===== src/rtl/dma_write_controller_if.sv =====
`default_nettype none
// +------------------------------------------------------------------------+
// | Module   : dma_write_controller_if                                     |
// | Purpose  : Device command, CPU bus-grant and data-memory write signals |
// |            shared by the DMA write controller and its environment.     |
// | Revision : 1.0                                                         |
// +------------------------------------------------------------------------+
interface dma_write_controller_if #(
  parameter int WORD_W    = 16,
  parameter int ADDR_W    = 16,
  parameter int TOTAL_LEN = 12
);
  logic                        dma_begin;
  logic [ADDR_W-1:0]           dma_base_addr;
  logic [WORD_W*TOTAL_LEN-1:0] dev_data;
  logic                        BG;
  logic                        BR;
  logic                        mem_ready;
  logic                        mem_write;
  logic [ADDR_W-1:0]           mem_addr;
  logic [WORD_W-1:0]           mem_data;
  logic                        dma_end;

  modport master (
    input  dma_begin, dma_base_addr, dev_data, BG, mem_ready,
    output BR, mem_write, mem_addr, mem_data, dma_end
  );

  modport slave (
    output dma_begin, dma_base_addr, dev_data, BG, mem_ready,
    input  BR, mem_write, mem_addr, mem_data, dma_end
  );
endinterface
`default_nettype wire


===== src/rtl/dma_write_controller.sv =====
`default_nettype none
// +------------------------------------------------------------------------+
// | Module   : dma_write_controller                                        |
// | Purpose  : Bus-master side of the BR/BG handshake; writes a block of   |
// |            device words into data memory and pulses dma_end.           |
// | Options  : CYCLE_STEALING_EN - release the bus between bursts.         |
// | Revision : 1.0                                                         |
// +------------------------------------------------------------------------+
module dma_write_controller #(
  parameter int WORD_W    = 16,
  parameter int ADDR_W    = 16,
  parameter int TOTAL_LEN = 12,
  parameter int BURST_LEN = 4
) (
  input  wire logic              clk,
  input  wire logic              reset_n,
  dma_write_controller_if.master bus
);

  localparam int                 c_cnt_w = (TOTAL_LEN > 1) ? $clog2(TOTAL_LEN) : 1;
  localparam logic [c_cnt_w-1:0] c_last  = c_cnt_w'(TOTAL_LEN - 1);

  typedef enum logic [2:0] {
    S_IDLE     = 3'd0,
    S_REQ      = 3'd1,
    S_XFER     = 3'd2,
    S_REL      = 3'd3,
    S_DONE     = 3'd4,
    S_GAP      = 3'd5,
    S_GAP_IDLE = 3'd6
  } state_t;

  state_t              r_state;
  state_t              w_next_state;
  logic [ADDR_W-1:0]   r_base;
  logic [ADDR_W-1:0]   w_next_base;
  logic [c_cnt_w-1:0]  r_cnt;
  logic [c_cnt_w-1:0]  w_next_cnt;

  logic                r_br;
  logic                r_mem_write;
  logic [ADDR_W-1:0]   r_mem_addr;
  logic [WORD_W-1:0]   r_mem_data;
  logic                r_dma_end;

  logic                w_accept;
  logic                w_last;
  logic                w_br_next;
  logic                w_write_next;
  logic [ADDR_W-1:0]   w_addr_next;
  logic [WORD_W-1:0]   w_data_next;

  // A word is consumed only when the strobe was out and memory took it.
  assign w_accept = r_mem_write && bus.mem_ready;
  assign w_last   = (r_cnt == c_last);

`ifdef CYCLE_STEALING_EN
  localparam int                   c_burst_w    = (BURST_LEN > 1) ? $clog2(BURST_LEN) : 1;
  localparam logic [c_burst_w-1:0] c_burst_last = c_burst_w'(BURST_LEN - 1);

  logic [c_burst_w-1:0] r_burst_cnt;
  logic                 w_burst_last;

  assign w_burst_last = (r_burst_cnt == c_burst_last);

  always_ff @(posedge clk or negedge reset_n) begin
    if (!reset_n) begin
      r_burst_cnt <= '0;
    end else if (r_state == S_IDLE) begin
      r_burst_cnt <= '0;
    end else if ((r_state == S_XFER) && w_accept) begin
      r_burst_cnt <= w_burst_last ? '0 : r_burst_cnt + c_burst_w'(1);
    end
  end
`endif

  always_comb begin
    w_next_state = r_state;
    w_next_base  = r_base;
    w_next_cnt   = r_cnt;
    case (r_state)
      S_IDLE: begin
        if (bus.dma_begin) begin
          w_next_state = S_REQ;
          w_next_base  = bus.dma_base_addr;
          w_next_cnt   = '0;
        end
      end
      S_REQ: begin
        if (bus.BG) w_next_state = S_XFER;
      end
      S_XFER: begin
        if (w_accept) begin
          if (w_last) begin
            w_next_state = S_REL;
          end else begin
            w_next_cnt = r_cnt + c_cnt_w'(1);
`ifdef CYCLE_STEALING_EN
            if (w_burst_last) w_next_state = S_GAP;
`endif
          end
        end
      end
      S_REL: begin
        if (!bus.BG) w_next_state = S_DONE;
      end
      S_DONE: begin
        w_next_state = S_IDLE;
      end
      S_GAP: begin
        if (!bus.BG) w_next_state = S_GAP_IDLE;
      end
      S_GAP_IDLE: begin
        w_next_state = S_REQ;
      end
      default: begin
        w_next_state = S_IDLE;
      end
    endcase
  end

  // Outputs are precomputed from the next state so every port is a flop.
  assign w_br_next    = (w_next_state == S_REQ) || (w_next_state == S_XFER);
  assign w_write_next = (w_next_state == S_XFER) && bus.BG;
  assign w_addr_next  = w_write_next ? (w_next_base + ADDR_W'(w_next_cnt)) : '0;
  assign w_data_next  = w_write_next ? bus.dev_data[int'(w_next_cnt) * WORD_W +: WORD_W] : '0;

  always_ff @(posedge clk or negedge reset_n) begin
    if (!reset_n) begin
      r_state     <= S_IDLE;
      r_base      <= '0;
      r_cnt       <= '0;
      r_br        <= 1'b0;
      r_mem_write <= 1'b0;
      r_mem_addr  <= '0;
      r_mem_data  <= '0;
      r_dma_end   <= 1'b0;
    end else begin
      r_state     <= w_next_state;
      r_base      <= w_next_base;
      r_cnt       <= w_next_cnt;
      r_br        <= w_br_next;
      r_mem_write <= w_write_next;
      r_mem_addr  <= w_addr_next;
      r_mem_data  <= w_data_next;
      r_dma_end   <= (w_next_state == S_DONE);
    end
  end

  assign bus.BR        = r_br;
  assign bus.mem_write = r_mem_write;
  assign bus.mem_addr  = r_mem_addr;
  assign bus.mem_data  = r_mem_data;
  assign bus.dma_end   = r_dma_end;

endmodule
`default_nettype wire


===== src/flat_wrapper.sv =====
// flat-port wrapper written by rule: the top's interface ports become plain ports
module dma_write_controller_flat 
#(
  parameter int WORD_W    = 16,
  parameter int ADDR_W    = 16,
  parameter int TOTAL_LEN = 12,
  parameter int BURST_LEN = 4
)
  (clk, reset_n, bus_dma_begin, bus_dma_base_addr, bus_dev_data, bus_BG, bus_mem_ready, bus_BR, bus_mem_write, bus_mem_addr, bus_mem_data, bus_dma_end);
  dma_write_controller_if #(.WORD_W(WORD_W), .ADDR_W(ADDR_W), .TOTAL_LEN(TOTAL_LEN)) bus_i ();
  input  wire logic clk;
  input  wire logic reset_n;
  input wire logic [$bits(bus_i.dma_begin)-1:0] bus_dma_begin;
  input wire logic [$bits(bus_i.dma_base_addr)-1:0] bus_dma_base_addr;
  input wire logic [$bits(bus_i.dev_data)-1:0] bus_dev_data;
  input wire logic [$bits(bus_i.BG)-1:0] bus_BG;
  input wire logic [$bits(bus_i.mem_ready)-1:0] bus_mem_ready;
  output wire logic [$bits(bus_i.BR)-1:0] bus_BR;
  output wire logic [$bits(bus_i.mem_write)-1:0] bus_mem_write;
  output wire logic [$bits(bus_i.mem_addr)-1:0] bus_mem_addr;
  output wire logic [$bits(bus_i.mem_data)-1:0] bus_mem_data;
  output wire logic [$bits(bus_i.dma_end)-1:0] bus_dma_end;
  assign bus_i.dma_begin = bus_dma_begin;
  assign bus_i.dma_base_addr = bus_dma_base_addr;
  assign bus_i.dev_data = bus_dev_data;
  assign bus_i.BG = bus_BG;
  assign bus_i.mem_ready = bus_mem_ready;
  assign bus_BR = bus_i.BR;
  assign bus_mem_write = bus_i.mem_write;
  assign bus_mem_addr = bus_i.mem_addr;
  assign bus_mem_data = bus_i.mem_data;
  assign bus_dma_end = bus_i.dma_end;
  dma_write_controller #(.WORD_W(WORD_W), .ADDR_W(ADDR_W), .TOTAL_LEN(TOTAL_LEN), .BURST_LEN(BURST_LEN)) u_core (.clk(clk), .reset_n(reset_n), .bus(bus_i));
endmodule

===== config.mk =====
export PLATFORM = sky130hd
export DESIGN_NAME = dma_write_controller_flat
export DESIGN_NICKNAME = d
export VERILOG_FILES = /design/src/rtl/dma_write_controller_if.sv /design/src/rtl/dma_write_controller.sv /design/src/flat_wrapper.sv
export SDC_FILE = /design/constraint.sdc
export NUM_CORES = 1
export LEC_CHECK = 0
export CAP_MARGIN = 20
export CELL_PAD_IN_SITES_DETAIL_PLACEMENT = 1
export CELL_PAD_IN_SITES_GLOBAL_PLACEMENT = 1
export CORE_ASPECT_RATIO = 1.2
export CORE_MARGIN = 2
export CORE_UTILIZATION = 29
export CTS_BUF_LIST = sky130_fd_sc_hd__clkbuf_4 sky130_fd_sc_hd__clkbuf_8
export DETAILED_ROUTE_END_ITERATION = 12
export PLACE_DENSITY = 0.88
export SETUP_SLACK_MARGIN = 0.15
export SYNTH_ARGS = -nofsm -noshare
export SYNTH_HDL_FRONTEND = slang
export SYNTH_SLANG_ARGS = --single-unit

===== constraint.sdc =====
create_clock -name clk -period 5.15 [get_ports clk]
set_input_delay 0.515 -clock clk [delete_from_list [all_inputs] [get_ports clk]]
set_output_delay 0.515 -clock clk [all_outputs]
set_load 0.05 [all_outputs]

* After elaboration in Yosys (flattened, before gate mapping) *
Index checks and enable logic that the tools add are counted.

operators by class
  add/subtract/negate cells = 2
  eq/ne operators = 9
  shifts and indexed selects = 1
  muxes and demuxes = 15
  reductions and logical operators = 4

operator list
  cell                                                             count
  192-bit by 9-bit indexed part select with 16-bit output          1
  16-bit 2-to-1 mux                                                4
  3-bit 2-to-1 mux                                                 6
  3-bit case mux with 6 select lines                               1
  16-bit by 4-bit adder with 16-bit output                         1
  4-bit 2-to-1 mux                                                 3
  3-bit by 2-bit == test with 1-bit output, second input constant  3
  3-bit == test, second input constant                             3
  4-bit case mux with 2 select lines                               1
  3-bit by 1-bit == test with 1-bit output, second input constant  2
  4-bit by 1-bit adder with 4-bit output, second input constant    1
  4-bit == test, second input constant                             1
  3-bit zero test                                                  1
  1-bit logical AND                                                2
  1-bit logical OR                                                 1

word-level totals
  bits in registers = 58
  input port bits = 213
  output and inout port bits = 35
  word-level logic and storage cells = 39

* Longest topological paths before layout *
  depth in word-level cells = 7
  depth in mapped cells = 16
  gate-level depth less buffers = 13

* Worst setup path before layout *
OpenSTA, ideal clock, no wires.

  path type = register -> register
  from = reg u_core.r_mem_write, in the netlist u_core.bus.mem_write
  to = reg u_core.r_mem_addr[15], in the netlist u_core.bus.mem_addr[15]
  library setup time = 0.132 ns
  arrival = 3.326 ns
  required time = 5.018 ns
  setup slack = 1.692 ns
  cell stages (with the launch flop) = 16
  buffers on the path = 4
  period minus slack after synthesis = 3.458 ns
  cell sequence = dfrtp_1 > and2_1 > nand4_1 > and3_1 > clkbuf_1 > inv_1 > buf_2 > buf_2 > buf_2 > ha_1 > nand3_1 > a2111oi_1 > a211oi_4 > nor4_2 > xnor2_1 > nor2_1

between the ends
  elaborated cells on any way between the ends = 9
  classes of those cells = add/sub (1); eq/ne (1); mux (5); reduce/logical (2)

RTL lines
  what                                      RTL line                     text
  from (decl)                               dma_write_controller.sv:41   logic r_mem_write;
  from (signal assigned)                    dma_write_controller.sv:143  r_mem_write <= w_write_next;
  1-bit logical AND                         dma_write_controller.sv:54   assign w_accept = r_mem_write && bus.mem_ready;
  4-bit 2-to-1 mux                          dma_write_controller.sv:93   if (w_accept) begin
  4-bit case mux with 2 select lines        dma_write_controller.sv:81   case (r_state)
  net u_core.w_next_cnt[1]                  dma_write_controller.sv:38   logic [c_cnt_w-1:0] w_next_cnt;
  16-bit by 4-bit adder with 16-bit output  dma_write_controller.sv:125  assign w_addr_next = w_write_next ? (w_next_base + ADDR_W'(w_next_cnt)) : '0;
  16-bit 2-to-1 mux                         dma_write_controller.sv:125
  net u_core.w_addr_next[15]                dma_write_controller.sv:50   logic [ADDR_W-1:0] w_addr_next;
  to (signal assigned)                      dma_write_controller.sv:144  r_mem_addr <= w_addr_next;
  to (decl)                                 dma_write_controller.sv:42   logic [ADDR_W-1:0] r_mem_addr;

The timed path passes the listed nets, and every way through them passes these cells.

* Final worst setup path *
  from = reg u_core.r_state[1]
  to = reg u_core.r_mem_addr[10], in the netlist u_core.bus.mem_addr[10]

between the ends
  elaborated cells on any way between the ends = 19
  classes of those cells = add/sub (1); eq/ne (6); mux (10); reduce/logical (2)

RTL lines
  what                                                                         RTL line                     text
  from (decl)                                                                  dma_write_controller.sv:33   state_t r_state;
  from (signal assigned)                                                       dma_write_controller.sv:139  r_state <= w_next_state;
  3-bit by 2-bit == test with 1-bit output or 3-bit zero test (tied branches)  dma_write_controller.sv:81
  4-bit case mux with 2 select lines *                                         dma_write_controller.sv:81
  net u_core.w_next_cnt[0]                                                     dma_write_controller.sv:38
  16-bit by 4-bit adder with 16-bit output *                                   dma_write_controller.sv:125
  16-bit 2-to-1 mux *                                                          dma_write_controller.sv:125
  net u_core.w_addr_next[10]                                                   dma_write_controller.sv:50

The timed path passes the listed nets; every way through them passes the cells marked *.

==> results.md <==
* Status: completed
* XOR/XNOR Fraction of Synth Area at 2.44%
* Worst skew pair latency at 0.35 ns
* Leak Pwr at roughly 2.9 nW
* Core Region at 14,500 µm²
* Sequential fraction of the synthesis area at roughly 34%
* Number of synthesized flops with an enable pin at 0
* Critical-path top delay cell: dfrtp_1
* Io pins at 248
* Placed insts at 937
* Ys flop type: dfrtp_1
* Clock root buffer: clkbuf_8
* Vias in the first global route at 5,507
* Initial antenna violation count at 0
* Drc violations at 0
* Detailed-placement wirelength estimate at 16.3 mm
* Crit path max-delay family: compound AO/OA/AOI/OAI gates
* Synth cell types at 56
* Clock Sinks at 58
* Pwr dens at between 400 and 500 nW/µm²
* Die outline width at 115 µm
* CTS-repair resized insts at 0
* Layout cells sized above 1 at 6.62%
* Clock-pin slew on the worst setup and hold paths at 0.07 ns
* Crit Path Max Fanout at 37
* Crit path time final at slightly below 4 ns
* Reg2reg path depth at 12
* CP startpoint kind: flop
* Starting Density at 29.8%
* Post-Syn Instances at just over 500
* Synth Area in Compound Gates at 21.7%
* Total power at roughly 3.6 mW
* Drt initial violations at about 290
* Mapped Area at between 4000 and 5000 µm²
* Worst VDD drop at 0.228 mV
* Nets at between 900 and 1,000
* Mux cell area share after synthesis at approximately an eighth
* Row count at 48
* Critical path endpoint category: flop
* Die ar. at between 15,000 and 20,000 µm²
* Hold slack at around 0.32 ns
* WP depth at 12
* CTS tree: done
* Critical path class: reg2reg
* Layout area overhead at 67.0%
* R2R Setup Slk at 1.23 ns
* Grt total ovfl at 0
* Largest net degree at the start of global routing at 59
* Placement Setup Slack at 1.02 ns
* Fin Setup TNS at 0 ns
* Hold Crit Class: in2async
* Critical path cell sequence: o21ai_0 > a211oi_4 > buf_4 > inv_1 > ha_1 > fa_1 > nand2_1 > nor3_1 > mux2i_1 > a21oi_1 > xnor2_1 > nor2_1
* ANT cells at 0
* Hold Buf Count CTS at 0
* Setup bufs post-CTS at 0
* Final worst slack at 1.23 ns
* Gp weighted congestion at 0.890
* Most frequent cells in the layout: clkdlybuf4s50_1 (246), nand2_1 (124), dfrtp_1 (58)
* Initial DRT Pass Iterations at 6
* Worst slew pin tran at 1.08 ns
* First-pass GRT wire length at 30.5 mm
* Final Cycle Share at 76.1%
* Max-slew violations at 0
* Synth Area in Adders at 1.92%
* Syn nets at 737
* Crit path arrival time at 4.12 ns
* Final Skew at 0.0126 ns
* Synth top area cells: dfrtp_1 (34%), nand2_1 (11%), mux2i_1 (10%), a22oi_1 (5.1%), a21oi_1 (3.3%)
* Synth Area in Simple Gates at 23.0%
* Fmax at 255 MHz
* Final hold vios at 0
* Vias per inst at 5.27
* Commonest non-fill, non-tap cell in the layout: clkdlybuf4s50_1
* WL final at between 20 and 25 mm
* Clock Path Buffers at 2
* RSZ-0062 raised after global routing: false
* Layout Cells excl Fill at 955
* Crit-path max cell delay at 0.81 ns
* Warnings, synthesis at 0
* Number of max-cap violations at 0
* Slew headroom at 27.7%
* Post-route ant nets at 0
* Avg WL per Cell at 21.6 µm
* Area leader, netlist: dfrtp_1
* Required @ worst endpoint at around 5.4 ns
* CP Buf/Inv Count at 2
* Num CTS Buffers at 9
* Largest family of logic cells by synthesized area: simple AND/OR/NAND/NOR gates
* Total number of vias at between 5,000 and 6,000
* Syn Area/Cell at 8.32 µm²
* Port Buffers at roughly 250
* Die Ht at 138 µm
* Register bit total from synthesis at 58
* Gr usage total at 25.4%
* # H-tree levels at 3
* Post-synth ARST share at 100%
* Top cell type's share of synthesized area at 33.7%
* Final setup violation count at 0
[registers in the layout, summed over array words and instances (netlist names)]
register / count
u_core.r_cnt: 4
u_core.r_state: 3
u_core.bus.BR: 1
u_core.bus.mem_data: 16
u_core.bus.dma_end: 1
u_core.r_base: 16
u_core.bus.mem_addr: 16
u_core.bus.mem_write: 1
[where the power goes]
part | internal (mW) | total (mW) | leakage [nW] | switching [mW]
combinational | 0.873 | 2.32 | 2.03 | 1.45
clock | 0.282 | 0.477 | 0.112 | 0.194
sequential | 0.639 | 0.776 | 0.755 | 0.137
total | 1.79 | 3.58 | 2.89 | 1.78
[worst register-to-register path, stage by stage (launching register included)]
cell	delay, ns
dfrtp_1	0.81
o21ai_0	0.35
a211oi_4	0.30
buf_4	0.40
inv_1	0.18
ha_1	0.27
fa_1	0.48
nand2_1	0.13
nor3_1	0.06
mux2i_1	0.38
a21oi_1	0.18
xnor2_1	0.18
nor2_1	0.06
[cell type report]
| type | instances | area [µm²] |
|---|---|---|
| tap | 200 | 250 |
| inverter | 14 | 52.6 |
| fill | 1691 | 7280 |
| clock buffer | 10 | 138 |
| multi-input combinational | 409 | 2650 |
| timing repair buffer | 259 | 2580 |
| clock inverter | 5 | 78.8 |
| sequential | 58 | 1450 |
[Yosys cell counts (2+ instances only)]
cell type  instances
xnor2_1           12
and2_1             6
a32oi_1           13
and3_1             5
buf_2             11
o21ai_0           12
a21o_1             4
buf_6              2
a311oi_1          14
a31oi_1           15
clkbuf_1          23
a21oi_1           28
mux2i_1           43
mux2_2             8
nand2b_1           2
nor2_1            28
nand3_1           13
nor3b_1            3
nor4_4             2
nor3_1             7
ha_1               5
nand2_1          124
inv_1             13
nor2b_1            3
nand4_1            3
a22oi_1           29
and4_1             3
a221oi_1           2
dfrtp_1           58
[cell families after synthesis]
family                   after synthesis
XOR/XNOR                              12
flip-flops                            58
AO/OA/AOI/OAI                        131
buffers and inverters                 51
multiplexers                          51
AND/OR/NAND/NOR                      209
adder cells (fa/ha/maj)                6
[final timing paths]
path                                        startpoint                                end
setup / recovery           u_core.r_state[1]$_DFF_PN0_  u_core.bus.mem_addr[10]$_DFF_PN0_
hold / removal                                 reset_n        u_core.r_base[13]$_DFF_PN0_
setup reg to reg           u_core.r_state[1]$_DFF_PN0_  u_core.bus.mem_addr[10]$_DFF_PN0_
hold reg to reg             u_core.r_base[0]$_DFF_PN0_         u_core.r_base[0]$_DFF_PN0_
max in group asynchronous                      reset_n          u_core.r_cnt[3]$_DFF_PN0_
min in group clk            u_core.r_base[0]$_DFF_PN0_         u_core.r_base[0]$_DFF_PN0_
[per-stage QoR]
step / instance area (µm²) / util, %
floorplan: 4310 / -
global placement: 6930 / 47.9
detailed placement: 6930 / 47.9
CTS: 7150 / 49.4
global route: 7190 / 49.7
finish: 7190 / 49.7
[per-layer routing]
metal,track usage [%],vias up,wire [µm]
li1,-,2339,-
met1,28.7,2460,7820
met2,46.7,201,11100
met3,5.68,37,1160
met4,8.37,0,549
met5,0,-,0
No activity file was read; power rests on OpenSTA's default activity.
